### src/rtl/seg_pkg.sv
// Shared definitions for the segment-pattern decoder: segment bit positions,
// canonical and alternate digit glyphs, and the settle/lock FSM encoding.
package seg_pkg;

  localparam int SEG_A = 0;
  localparam int SEG_B = 1;
  localparam int SEG_C = 2;
  localparam int SEG_D = 3;
  localparam int SEG_E = 4;
  localparam int SEG_F = 5;
  localparam int SEG_G = 6;

  localparam logic [6:0] SEG_MASK_A = 7'(1) << SEG_A;
  localparam logic [6:0] SEG_MASK_B = 7'(1) << SEG_B;
  localparam logic [6:0] SEG_MASK_C = 7'(1) << SEG_C;
  localparam logic [6:0] SEG_MASK_D = 7'(1) << SEG_D;
  localparam logic [6:0] SEG_MASK_E = 7'(1) << SEG_E;
  localparam logic [6:0] SEG_MASK_F = 7'(1) << SEG_F;
  localparam logic [6:0] SEG_MASK_G = 7'(1) << SEG_G;

  // Glyphs spelled out by lit segment so each table entry reads like the display.
  localparam logic [6:0] SEG_DIG_0 = SEG_MASK_A | SEG_MASK_B | SEG_MASK_C | SEG_MASK_D | SEG_MASK_E | SEG_MASK_F;
  localparam logic [6:0] SEG_DIG_1 = SEG_MASK_B | SEG_MASK_C;
  localparam logic [6:0] SEG_DIG_2 = SEG_MASK_A | SEG_MASK_B | SEG_MASK_D | SEG_MASK_E | SEG_MASK_G;
  localparam logic [6:0] SEG_DIG_3 = SEG_MASK_A | SEG_MASK_B | SEG_MASK_C | SEG_MASK_D | SEG_MASK_G;
  localparam logic [6:0] SEG_DIG_4 = SEG_MASK_B | SEG_MASK_C | SEG_MASK_F | SEG_MASK_G;
  localparam logic [6:0] SEG_DIG_5 = SEG_MASK_A | SEG_MASK_C | SEG_MASK_D | SEG_MASK_F | SEG_MASK_G;
  localparam logic [6:0] SEG_DIG_6 = SEG_MASK_A | SEG_MASK_C | SEG_MASK_D | SEG_MASK_E | SEG_MASK_F | SEG_MASK_G;
  localparam logic [6:0] SEG_DIG_7 = SEG_MASK_A | SEG_MASK_B | SEG_MASK_C;
  localparam logic [6:0] SEG_DIG_8 = SEG_MASK_A | SEG_MASK_B | SEG_MASK_C | SEG_MASK_D | SEG_MASK_E | SEG_MASK_F | SEG_MASK_G;
  localparam logic [6:0] SEG_DIG_9 = SEG_MASK_A | SEG_MASK_B | SEG_MASK_C | SEG_MASK_D | SEG_MASK_F | SEG_MASK_G;

  localparam logic [6:0] SEG_ALT_6 = SEG_MASK_C | SEG_MASK_D | SEG_MASK_E | SEG_MASK_F | SEG_MASK_G;
  localparam logic [6:0] SEG_ALT_9 = SEG_MASK_A | SEG_MASK_B | SEG_MASK_C | SEG_MASK_F | SEG_MASK_G;
  localparam logic [6:0] SEG_ALT_7 = SEG_MASK_A | SEG_MASK_B | SEG_MASK_C | SEG_MASK_F;

  typedef enum logic [1:0] {
    ST_IDLE   = 2'd0,
    ST_SETTLE = 2'd1,
    ST_LOCKED = 2'd2
  } seg_state_t;

  // Board segment pins are active-low; the decode table is active-high.
  function automatic logic [6:0] seg_normalise(input logic [6:0] raw, input logic active_low);
    return active_low ? ~raw : raw;
  endfunction

endpackage

### src/rtl/seg_pattern_lookup.sv
// Combinational glyph matcher: exact match of a 7-bit active-high pattern
// against the digit table, optionally including the alternate glyphs.
module seg_pattern_lookup
  import seg_pkg::*;
(
  input  logic [6:0] pattern,
  input  logic       accept_alt,
  output logic       hit,
  output logic [3:0] digit
);

  always_comb begin
    hit   = 1'b1;
    digit = 4'd0;
    case (pattern)
      SEG_DIG_0: digit = 4'd0;
      SEG_DIG_1: digit = 4'd1;
      SEG_DIG_2: digit = 4'd2;
      SEG_DIG_3: digit = 4'd3;
      SEG_DIG_4: digit = 4'd4;
      SEG_DIG_5: digit = 4'd5;
      SEG_DIG_6: digit = 4'd6;
      SEG_DIG_7: digit = 4'd7;
      SEG_DIG_8: digit = 4'd8;
      SEG_DIG_9: digit = 4'd9;
      // Alternates only count when enabled; digit stays 0 on a miss.
      SEG_ALT_6: begin
        hit   = accept_alt;
        digit = accept_alt ? 4'd6 : 4'd0;
      end
      SEG_ALT_9: begin
        hit   = accept_alt;
        digit = accept_alt ? 4'd9 : 4'd0;
      end
      SEG_ALT_7: begin
        hit   = accept_alt;
        digit = accept_alt ? 4'd7 : 4'd0;
      end
      default: hit = 1'b0;
    endcase
  end

endmodule

### src/rtl/seg_pattern_decoder.sv
// Recovers a digit from a lit-segment pattern: captures the pattern, requires
// it to be held STABLE_CYCLES edges, then presents it as a locked digit.
module seg_pattern_decoder
  import seg_pkg::*;
#(
  parameter int STABLE_CYCLES = 4,
  parameter bit ACTIVE_LOW    = 1'b0,
  parameter bit ACCEPT_ALT    = 1'b1
) (
  input  logic       clock,
  input  logic       reset_n,
  input  logic       clear,
  input  logic [6:0] segs_in,
  output logic       valid,
  output logic [3:0] valid_number,
  output logic       new_digit,
  output logic       invalid
);

  localparam int CNT_W = $clog2(STABLE_CYCLES);
  localparam logic [CNT_W-1:0] CNT_LAST = CNT_W'(STABLE_CYCLES - 1);

  logic [6:0]       p;
  logic [6:0]       seg_q;
  logic             same;
  logic             hit_p;
  logic [3:0]       digit_p;

  seg_state_t       state_reg, state_next;
  logic [CNT_W-1:0] cnt_reg, cnt_next;
  logic             valid_reg, valid_next;
  logic [3:0]       number_reg, number_next;
  logic             new_digit_reg, new_digit_next;
  logic             invalid_reg, invalid_next;

  assign p    = seg_normalise(segs_in, ACTIVE_LOW);
  assign same = (p == seg_q);

  // Matching the incoming pattern: when same is true it equals seg_q, so the
  // lock decision is identical to decoding the captured pattern.
  seg_pattern_lookup u_lookup (
    .pattern    (p),
    .accept_alt (ACCEPT_ALT),
    .hit        (hit_p),
    .digit      (digit_p)
  );

  assign invalid_next = (p != 7'd0) && !hit_p;

  always_comb begin
    state_next     = state_reg;
    cnt_next       = cnt_reg;
    valid_next     = valid_reg;
    number_next    = number_reg;
    new_digit_next = 1'b0;
    if (clear) begin
      state_next = ST_IDLE;
      cnt_next   = '0;
      valid_next = 1'b0;
    end else begin
      case (state_reg)
        ST_IDLE: begin
          if (hit_p) begin
            state_next = ST_SETTLE;
            cnt_next   = '0;
          end
        end
        ST_SETTLE: begin
          if (same && hit_p) begin
            if (cnt_reg == CNT_LAST) begin
              state_next     = ST_LOCKED;
              valid_next     = 1'b1;
              number_next    = digit_p;
              new_digit_next = 1'b1;
            end else begin
              cnt_next = cnt_reg + 1'b1;
            end
          end else if (hit_p) begin
            cnt_next = '0;
          end else begin
            state_next = ST_IDLE;
            cnt_next   = '0;
          end
        end
        ST_LOCKED: begin
          // Any change drops the lock; a recognised newcomer starts settling.
          if (!same) begin
            valid_next = 1'b0;
            cnt_next   = '0;
            state_next = hit_p ? ST_SETTLE : ST_IDLE;
          end
        end
        default: begin
          state_next = ST_IDLE;
          cnt_next   = '0;
          valid_next = 1'b0;
        end
      endcase
    end
  end

  always_ff @(posedge clock) begin
    if (!reset_n) begin
      state_reg     <= ST_IDLE;
      seg_q         <= 7'd0;
      cnt_reg       <= '0;
      valid_reg     <= 1'b0;
      number_reg    <= 4'd0;
      new_digit_reg <= 1'b0;
      invalid_reg   <= 1'b0;
    end else begin
      state_reg     <= state_next;
      seg_q         <= p;
      cnt_reg       <= cnt_next;
      valid_reg     <= valid_next;
      number_reg    <= number_next;
      new_digit_reg <= new_digit_next;
      invalid_reg   <= invalid_next;
    end
  end

  assign valid        = valid_reg;
  assign valid_number = number_reg;
  assign new_digit    = new_digit_reg;
  assign invalid      = invalid_reg;

endmodule

### config.mk
export PLATFORM = sky130hd
export DESIGN_NAME = seg_pattern_decoder
export DESIGN_NICKNAME = d
export VERILOG_FILES = /design/src/rtl/seg_pkg.sv /design/src/rtl/seg_pattern_lookup.sv /design/src/rtl/seg_pattern_decoder.sv
export SDC_FILE = /design/constraint.sdc
export NUM_CORES = 1
export LEC_CHECK = 0
export CORE_ASPECT_RATIO = 0.75
export CORE_MARGIN = 1.5
export CORE_UTILIZATION = 50
export CTS_CLUSTER_DIAMETER = 120
export DETAILED_ROUTE_END_ITERATION = 8
export PLACE_DENSITY = 0.81
export SKIP_CTS_REPAIR_TIMING = 1
export SLEW_MARGIN = 25
export SYNTH_ARGS = -nofsm -noshare
export SYNTH_HDL_FRONTEND = slang
export SYNTH_HIERARCHICAL = 1
export SYNTH_SLANG_ARGS = --single-unit
### constraint.sdc
create_clock -name clock -period 3.7 [get_ports clock]
set_input_delay 0.37 -clock clock [delete_from_list [all_inputs] [get_ports clock]]
set_output_delay 0.37 -clock clock [all_outputs]
set_load 0.01 [all_outputs]
==> flow_summary.json <==
{
  "timing.slew.headroom": 0.605,
  "coreArea_um2": 2050,
  "synthTopCellsByCount": "dfxtp_1, nand2_1, a21oi_1, xor2_1, and2_1",
  "num_io_pins": 17,
  "skew_ns": 0.0117,
  "die_h_um": 43.8,
  "stdcell_count": 173,
  "p_sw_w": 0.000107,
  "slew_viol_final": 0,
  "grt_pass1_wl_um": 4050,
  "crit_arrival_ns": 2.68,
  "drc": 0,
  "yosysMostFrequentCell": "dfxtp_1",
  "start_util": 0.543,
  "synthFlopType": "dfxtp_1",
  "p_int_w": 0.000286,
  "path_class": "primary input to flip-flop",
  "yosysTopAreaCell": "dfxtp_1",
  "grt_usage": 0.211,
  "ys_ff_latch": 18,
  "min_path_type": "flip-flop to flip-flop",
  "synthArstFlopShare": 0,
  "diodes": 0,
  "outcome": "complete, no violations",
  "avgSynthCellArea_um2": 8.62,
  "grt_overflow": 0,
  "rsz0062_at_grt": "false",
  "wl_um": 2350,
  "ant_nets": 0,
  "pwr-share-comb": 0.173,
  "cts_buffers": 3,
  "endpoint_kind": "flip-flop",
  "ys_seq_area_frac": 0.324,
  "worst_slew_pin_slew_ns": 0.588,
  "regMostFlops": "seg_q",
  "clk_path_buf_depth": 2,
  "dp_slack_ns": 0.943,
  "swShare": 0.273,
  "numClockSinks": 18,
  "firstDrtPassIters": 4,
  "cp.required_ns": 3.89,
  "drive_gt1_frac": 0.121,
  "maxCapViolations": 0,
  "htreeDepth": 1,
  "synth_top_area_share": 0.324,
  "whs_path_depth": 2,
  "min_period_over_period": 0.673,
  "gp_congestion": 0.976,
  "fin_ws_ns": 1.21,
  "power_frac_seq": 0.511,
  "syn_area_um2": 1110,
  "area_growth_pct": 19.2,
  "row_count": 14,
  "drtIter0Drc": 26,
  "clkPwrFrac": 0.316,
  "avgViaCountPerCell": 5.70,
  "drt-wirelength-per-cell_um": 13.6,
  "portBuffers": 16,
  "power_density_nw_per_um2": 296,
  "ys_warn_count": 6,
  "grt_max_degree": 19,
  "peakVddDrop_v": 0.000195,
  "finalHoldViolCount": 0,
  "grt_pass1_vias": 910,
  "die_area_um2": 2520,
  "cts_root_buffer": "clkbuf_4",
  "vias": 986,
  "cp_max_fo": 8,
  "clk_latency_ns": 0.30,
  "setup_viol": 0,
  "clkTransAtPathRegs_ns": 0.10,
  "dp.cells": 169,
  "die_x_um": 57.5,
  "cts_tree": "yes",
  "grt_antenna_before_repair": 0,
  "ff2ff_path_depth": 4,
  "fillers": 178,
  "tns_ns": 0,
  "period_needed_ns": 2.49,
  "fin_nets": 161,
  "cp-start-kind": "primary input",
  "largest_reg_flops": 7,
  "power_leakage_nw": 0.502,
  "synth.distinct_cells": 47,
  "dpl.hpwl_um": 1730,
  "synth_area_leaders": "dfxtp_1, nand2_1, xor2_1, mux2i_1, nor4_4",
  "synth_edf_count": 0,
  "fmax_ghz": 0.401,
  "syn_inst": 129
}
[power groups by stage]
| stage | combinational, W | clock (W) | sequential [W] |
|---|---|---|---|
| 2_1_floorplan | 0.0000441 | 0 | 0.000206 |
| 3_3_place_gp | 0.0000658 | 0 | 0.000205 |
| 3_5_place_dp | 0.0000668 | 0 | 0.000205 |
| 4_1_cts | 0.0000672 | 0.000126 | 0.000201 |
| 5_1_grt | 0.0000743 | 0.000134 | 0.000202 |
| 6_report | 0.0000680 | 0.000124 | 0.000201 |
[cells in the final DEF, fill, tap and decap left out, types with 4 or more instances in the layout]
cell type	instances
dfxtp_1	18
nand2_1	17
clkdlybuf4s50_1	16
xor2_1	7
a21oi_1	7
and2_1	6
conb_1	6
mux2i_1	5
nand2b_1	5
nor2_1	4
nor3_1	4
[worst max-delay path, cell delays in order]
cell and delay (ns):
clkdlybuf4s50_1 0.57, nand2b_2 0.34, nor4b_1 0.37, a211oi_1 0.07, o21ai_1 0.22, nand4b_1 0.22
nor2_1 0.22, nand3_4 0.13, mux2i_1 0.16
[path summary, 6_finish.rpt]
path              slack, ns               to            start
setup / recovery       1.21  valid_number[2]       segs_in[4]
hold / removal         0.47  valid_number[3]  valid_number[3]
setup reg to reg       2.14  valid_number[2]         seg_q[5]
hold reg to reg        0.47  valid_number[3]  valid_number[3]
[final cells by class]
class,count,area (um2),area share
multi-input cells,108,728,0.549
well taps,24,30.0,0.0226
clock buffers,4,36.3,0.0274
flip-flops and latches,18,360,0.272
inverters,3,11.3,0.00849
repair buffers,16,160,0.121
[logic make-up after synthesis]
| group | Yosys count | share of synthesized area |
|---|---|---|
| adders and majority gates | 1 | 0.0112 |
| DFF | 18 | 0.324 |
| buffers and inverters | 8 | 0.0382 |
| other | 1 | 0.00337 |
| AOI/OAI and AO/OA | 24 | 0.136 |
| xor gates and xnor gates | 7 | 0.0551 |
| and+or+nand+nor | 65 | 0.387 |
| muxes | 5 | 0.0450 |
[layer usage]
| layer | routed length [um] | global-route usage | vias to the layer above |
|---|---|---|---|
| met5 | 0 | 0 | - |
| met4 | 19 | 0.0419 | 0 |
| met2 | 989 | 0.323 | 43 |
| li1 | - | - | 487 |
| met1 | 1150 | 0.295 | 452 |
| met3 | 190 | 0.0657 | 4 |
[through the flow]
stage / hold WS, ns / utilization / area (um2) / power, W
after floorplan: 0.460 / - / 1130 / 0.000250
after global routing: 0.503 / 0.647 / 1330 / 0.000410
after detailed placement: 0.459 / 0.629 / 1290 / 0.000272
final: 0.474 / 0.647 / 1330 / 0.000393
after CTS: 0.481 / 0.647 / 1330 / 0.000394
after global placement: 0.453 / 0.629 / 1290 / 0.000271
No activity file was read; power rests on OpenSTA's default activity.
==> variant 1, RTL diff (config.mk and constraints unchanged) <==
`STABLE_CYCLES`: 4 -> 8.
--- a/src/rtl/seg_pattern_decoder.sv
+++ b/src/rtl/seg_pattern_decoder.sv
@@ -3,7 +3,7 @@
 module seg_pattern_decoder
   import seg_pkg::*;
 #(
-  parameter int STABLE_CYCLES = 4,
+  parameter int STABLE_CYCLES = 8,
   parameter bit ACTIVE_LOW    = 1'b0,
   parameter bit ACCEPT_ALT    = 1'b1
 ) (
Function: changed (Yosys sat finds a counterexample within 10 cycles, from zero or initial values and one cycle with reset_n low).
==> variant 1 against the original RTL <==
- sequential cell count increased by 1
- cell count increased by 14%
- final area increased by 8.4%
- clock power decreased by 16%
- wire length increased by 8.4%
- power decreased by 1.5%
- area after synthesis increased by 11%
- worst setup slack got worse by 0.055 ns
- critical endpoint is now valid_number[3]
- largest cell class unchanged
==> variant 1: results (changes against the original RTL) <==
run_status:
  outcome: "finished, final reports clean"
cells_and_area:
  stdcell_count: 198  # +14%
  largest_register_ffs: 7  # unchanged
  layout-drive-gt1-share: 0.0915  # -0.0293
  diodes: 0  # unchanged
  num-fill-cells: 208  # +17%
  fin_area_um2: 1440  # +8.4%
  fin_nets: 177  # +9.9%
placement:
  gp_congestion: 0.923  # -5.4%
  dp.cells: 194  # +15%
  post-place-ws_ns: 0.876  # -0.0669 ns
  dpl.hpwl_mm: 1.88  # +8.5%
  numPortBuffers: 16  # unchanged
clock_tree:
  cts_buffers: 3  # unchanged
  cts_max_path_buffers: 2  # unchanged
  clock_latency_ns: 0.30  # about the same
  cts.root.buffer_cell: "clkbuf_4"
grt:
  grt_pass1_wl_mm: 4.07  # +0.52%
  grt_usage: 0.200  # -0.0114
  met1_usage: 0.280  # -0.0155
  grt_pass1_vias: 908  # -0.22%
  gr-usage-met2: 0.304  # -0.0184
  antenna_found_initial: 0  # unchanged
  grt_max_degree: 20  # +1
  grtUsageMet3: 0.0597  # -0.00601
sta:
  hold_slack_ns: 0.472  # -0.00262 ns
  max-slew-margin-rel: 0.537  # -0.0681
  clock_skew_ns: 0.00236  # -0.00930 ns
  setup_violations: 0  # unchanged
detailed_routing:
  highest_layer: "met4"
  wl_per_cell_um: 12.9  # -5.3%
  dr.pass1.iters: 4  # unchanged
  route.vias.total: 1091  # +11%
  route.met2.wl_mm: 1.06  # +7.6%
  met3_length_um: 168  # -12%
  wl_met1_mm: 1.31  # +14%
  drt_iter0_markers: 55  # +110%
hold_path:
  hold_end: "valid_number[2]"
  min-delay-start: "valid_number[2]"
  holdCritPathClass: "flip-flop to flip-flop"
  hold_depth: 2  # unchanged
critical_path:
  rrSetupSlack_ns: 1.97  # -0.17 ns
  crit_arrival_ns: 2.78  # +0.10 ns
  r2r_end: "valid_number[3]"
  slowest_stage: "clkdlybuf4s50_1"
  max_stage_delay_ns: 0.78  # +0.21 ns
  r2r_start: "cnt_reg[0]"
  critical_path.max_fanout: 11  # +3
  rr_worst_depth: 5  # +1
  critPathTopFamily: "simple AND/OR/NAND/NOR gates"
power_and_ir_drop:
  p_leak_nw: 0.505  # +0.58%
  ir_drop_mv: 0.183  # -6.0%
synth:
  ys_async_sr_fraction: 0  # unchanged
  ys_top_cells_by_area: "dfxtp_1 (31%), and2_1 (4.6%), nand2_1 (4.3%)"
  synth-main-ff-cell: "dfxtp_1"
  ys_types: 49  # +4.3%
  yosys_warnings: 6  # unchanged
  ys_seq_area_frac: 0.309  # -0.0147
  synthTopCellsByCount: "dfxtp_1 (19), nand2_1 (14), and2_1 (9), a21oi_1 (7)"
  syn_inst: 146  # +13%
variant 1: cell count changes after synthesis, sizes merged, moves of 2 or more:
cell     before  now
nor3b         3    1
and4          0    2
a31o          2    0
nor2          4    6
nand4b        2    0
nor4          4    6
nand2        19   15
inv           3    6
o2111ai       0    3
nand4         1    3
and2          7   10
xor2          7    3
xnor2         0    4
o21ai         5    7
variant 1: worst max-delay path by stage:
stage | from | end | slack (ns) | depth (start not counted)
after floorplan | segs_in[4] | valid_number[0] | 1.81 | 7
after global placement | segs_in[4] | valid_number[0] | 0.94 | 8
after detailed placement | segs_in[0] | valid_number[3] | 0.88 | 8
after CTS | segs_in[0] | valid_number[3] | 1.19 | 8
after global routing | segs_in[0] | valid_number[3] | 0.95 | 8
final | segs_in[0] | valid_number[3] | 1.15 | 8
variant 1: report_power, final:
group / internal (mW) / total, mW / switching [mW] / leakage, nW
Sequential: 0.210 / 0.212 / 0.00243 / 0.155
Clock: 0.0420 / 0.104 / 0.0620 / 0.0150
Combinational: 0.0292 / 0.0713 / 0.0421 / 0.335
Total: 0.281 / 0.387 / 0.106 / 0.505
variant 1: kinds of logic (layout without fill, tap and decap cells):
group           count (synthesis)  after routing  share of synthesized area
compound gates                 27             27                      0.144
simple gates                   72             72                      0.369
flops                          19             19                      0.309
mux                             5              5                     0.0407
xor+xnor                        7              7                     0.0621
buf+inv                        13             26                     0.0509
other cells                     1              6                    0.00305
fa+ha+maj                       2              2                     0.0203
variant 1: cell type report:
cell class | instances | area [um^2] | share of cell area
well taps | 34 | 42.5 | 0.0296
repair buffers | 16 | 160 | 0.111
flip-flops and latches | 19 | 380 | 0.265
clock buffers | 4 | 26.3 | 0.0183
inverters | 6 | 22.5 | 0.0157
multi-input cells | 119 | 806 | 0.560
==> variant 2, RTL diff (same settings) <==
Without the edit above. Put one more register stage on the output `new_digit`, with the module's reset. The value now appears one clock later. The other outputs are not delayed to match.
--- a/src/rtl/seg_pattern_decoder.sv
+++ b/src/rtl/seg_pattern_decoder.sv
@@ -121,7 +121,13 @@
 
   assign valid        = valid_reg;
   assign valid_number = number_reg;
-  assign new_digit    = new_digit_reg;
+  always_ff @(posedge clock) begin
+    if (!reset_n) begin
+      new_digit <= '0;
+    end else begin
+      new_digit <= new_digit_reg;
+    end
+  end
   assign invalid      = invalid_reg;
 
 endmodule
Function: changed (Yosys sat finds a counterexample within 10 cycles, from zero or initial values and one cycle with reset_n low).
==> variant 2 against the original RTL <==
- the run now ends with DRC left
- global-route usage is 0.43 points higher
- area after synthesis is 2.1% higher
- die area is 2.0% higher
- wire length is 2.8% higher
- final area is 1.1% higher
- sequential cell count is 1 higher
- combinational power hardly changed
- cell count is 1.2% higher
- worst setup slack worse by 0.011 ns
- clock skew is 0.0097 ns lower
- power is 2.6% lower
- critical path type unchanged
- largest cell class unchanged
==> variant 2: results (changes against the original RTL) <==
run_status:
  outcome: "finished, violations left"
  violations: "DRC"
placement:
  post-place-ws_ns: 0.929  # -0.0139 ns
  numPortBuffers: 16  # unchanged
  dpl.hpwl_mm: 1.81  # +5.0%
  gp_congestion: 0.912  # -6.6%
  dp.cells: 171  # +1.2%
  placed_cell_area_um2: 1310  # +1.8%
clock_tree:
  cts_max_path_buffers: 2  # unchanged
  clock_latency_ns: 0.29
  clk_pin_slew_worst_paths_ns: 0.10  # about the same
  cts_buffers: 3  # unchanged
  cts_max_level: 1  # unchanged
  cts.root.buffer_cell: "clkbuf_4"
critical_path:
  max_stage_delay_ns: 0.54  # -0.03 ns
  rrSetupSlack_ns: 2.13
  critical_path.max_fanout: 8  # unchanged
  crit_arrival_ns: 2.69  # about the same
  slowest_stage: "clkdlybuf4s50_1"
synth:
  ys_top_cells_by_area: "dfxtp_1 (33%), nand2_1 (5.9%), xor2_1 (5.4%)"
  ys_types: 46  # -2.1%
  ys_async_sr_fraction: 0  # unchanged
  synth-main-ff-cell: "dfxtp_1"
  yosys_warnings: 6  # unchanged
  synthTopCellsByCount: "dfxtp_1 (19), nand2_1 (18), a21oi_1 (7), and2_1 (7), xor2_1 (7)"
  syn_inst: 131  # +1.6%
  ys_seq_area_frac: 0.335  # +0.0108
  synth_edf_count: 0  # unchanged
cells_and_area:
  layout-drive-gt1-share: 0.106  # -0.0148
  fin_nets: 163  # +1.2%
  regMostFlops: "seg_q"
  diodes: 0  # unchanged
  stdcell_count: 175  # +1.2%
  largest_register_ffs: 7  # unchanged
grt:
  grt_pass1_wl_mm: 4.15  # +2.4%
  antenna_found_initial: 0  # unchanged
  grt_pass1_vias: 918  # +0.88%
  grt_max_degree: 20  # +1
  grt_usage: 0.215  # +0.00431
detailed_routing:
  dr.pass1.iters: 8  # +4
  wirelength_mm: 2.42  # +2.8%
  drc: 1  # +1
  drt_iter0_markers: 54  # +110%
  route.vias.total: 1002  # +1.6%
sta:
  hold_slack_ns: 0.447  # -0.0274 ns
  max_freq_mhz: 400  # -0.46%
  max-slew-margin-rel: 0.618  # +0.0132
  clock_skew_ns: 0.00195  # -0.00971 ns
power_and_ir_drop:
  ir_drop_mv: 0.255  # +31%
  p_leak_nw: 0.508  # +1.2%
  internal_power_mw: 0.277  # -3.2%
hold_path:
  holdCritPathClass: "flip-flop to flip-flop"
==> variant 2: critical path: cells and delay by family <==
kind            cells  cell delay [ns]
buf+inv             1             0.54
compound gates      2             0.28
simple gates        5             1.35
mux                 1             0.16
==> variant 2: layout make-up <==
cell class	count	area, um^2
Timing Repair Buffer	16	160
Sequential cell	19	380
Multi-Input combinational cell	109	732
Fill cell	190	726
Inverter	3	11.3
Tap cell	24	30.0
Clock buffer	3	22.5
Clock inverter	1	5.00
==> variant 2: per-layer routing <==
layer / part of all wire / vias to the layer above / track usage
met2: 0.48 / 34 / 0.373
li1: - / 499 / -
met3: 0.075 / 2 / 0.0526
met4: 0.0054 / 0 / 0.0419
met5: 0 / - / 0
met1: 0.44 / 467 / 0.277
==> variant 2: logic make-up (layout without fill, tap and decap cells) <==
family / count (synthesis) / count (layout) / share of synthesized area
and+or+nand+nor: 66 / 66 / 0.382
AOI/OAI and AO/OA: 24 / 24 / 0.133
DFF: 19 / 19 / 0.335
buffers and inverters: 8 / 23 / 0.0374
xor gates and xnor gates: 7 / 7 / 0.0540
muxes: 5 / 5 / 0.0441
adders and majority gates: 1 / 1 / 0.0110
other: 1 / 6 / 0.00330
==> variant 2: power groups by stage <==
stage          clock network (mW)  registers, mW  logic (mW)
2_1_floorplan                   0          0.217      0.0438
3_3_place_gp                    0          0.216      0.0659
3_5_place_dp                    0          0.217      0.0674
4_1_cts                     0.106          0.212      0.0674
5_1_grt                     0.111          0.213      0.0755
6_report                    0.103          0.212      0.0682
==> variant 2: path summary, 6_finish.rpt <==
kind	start	endpoint	depth (start not counted)
worst max register to register	seg_q[6]	new_digit_reg	4
worst max-delay path	segs_in[4]	valid_number[1]	9
worst min register to register	new_digit_reg	new_digit	1
worst min-delay path	new_digit_reg	new_digit	1
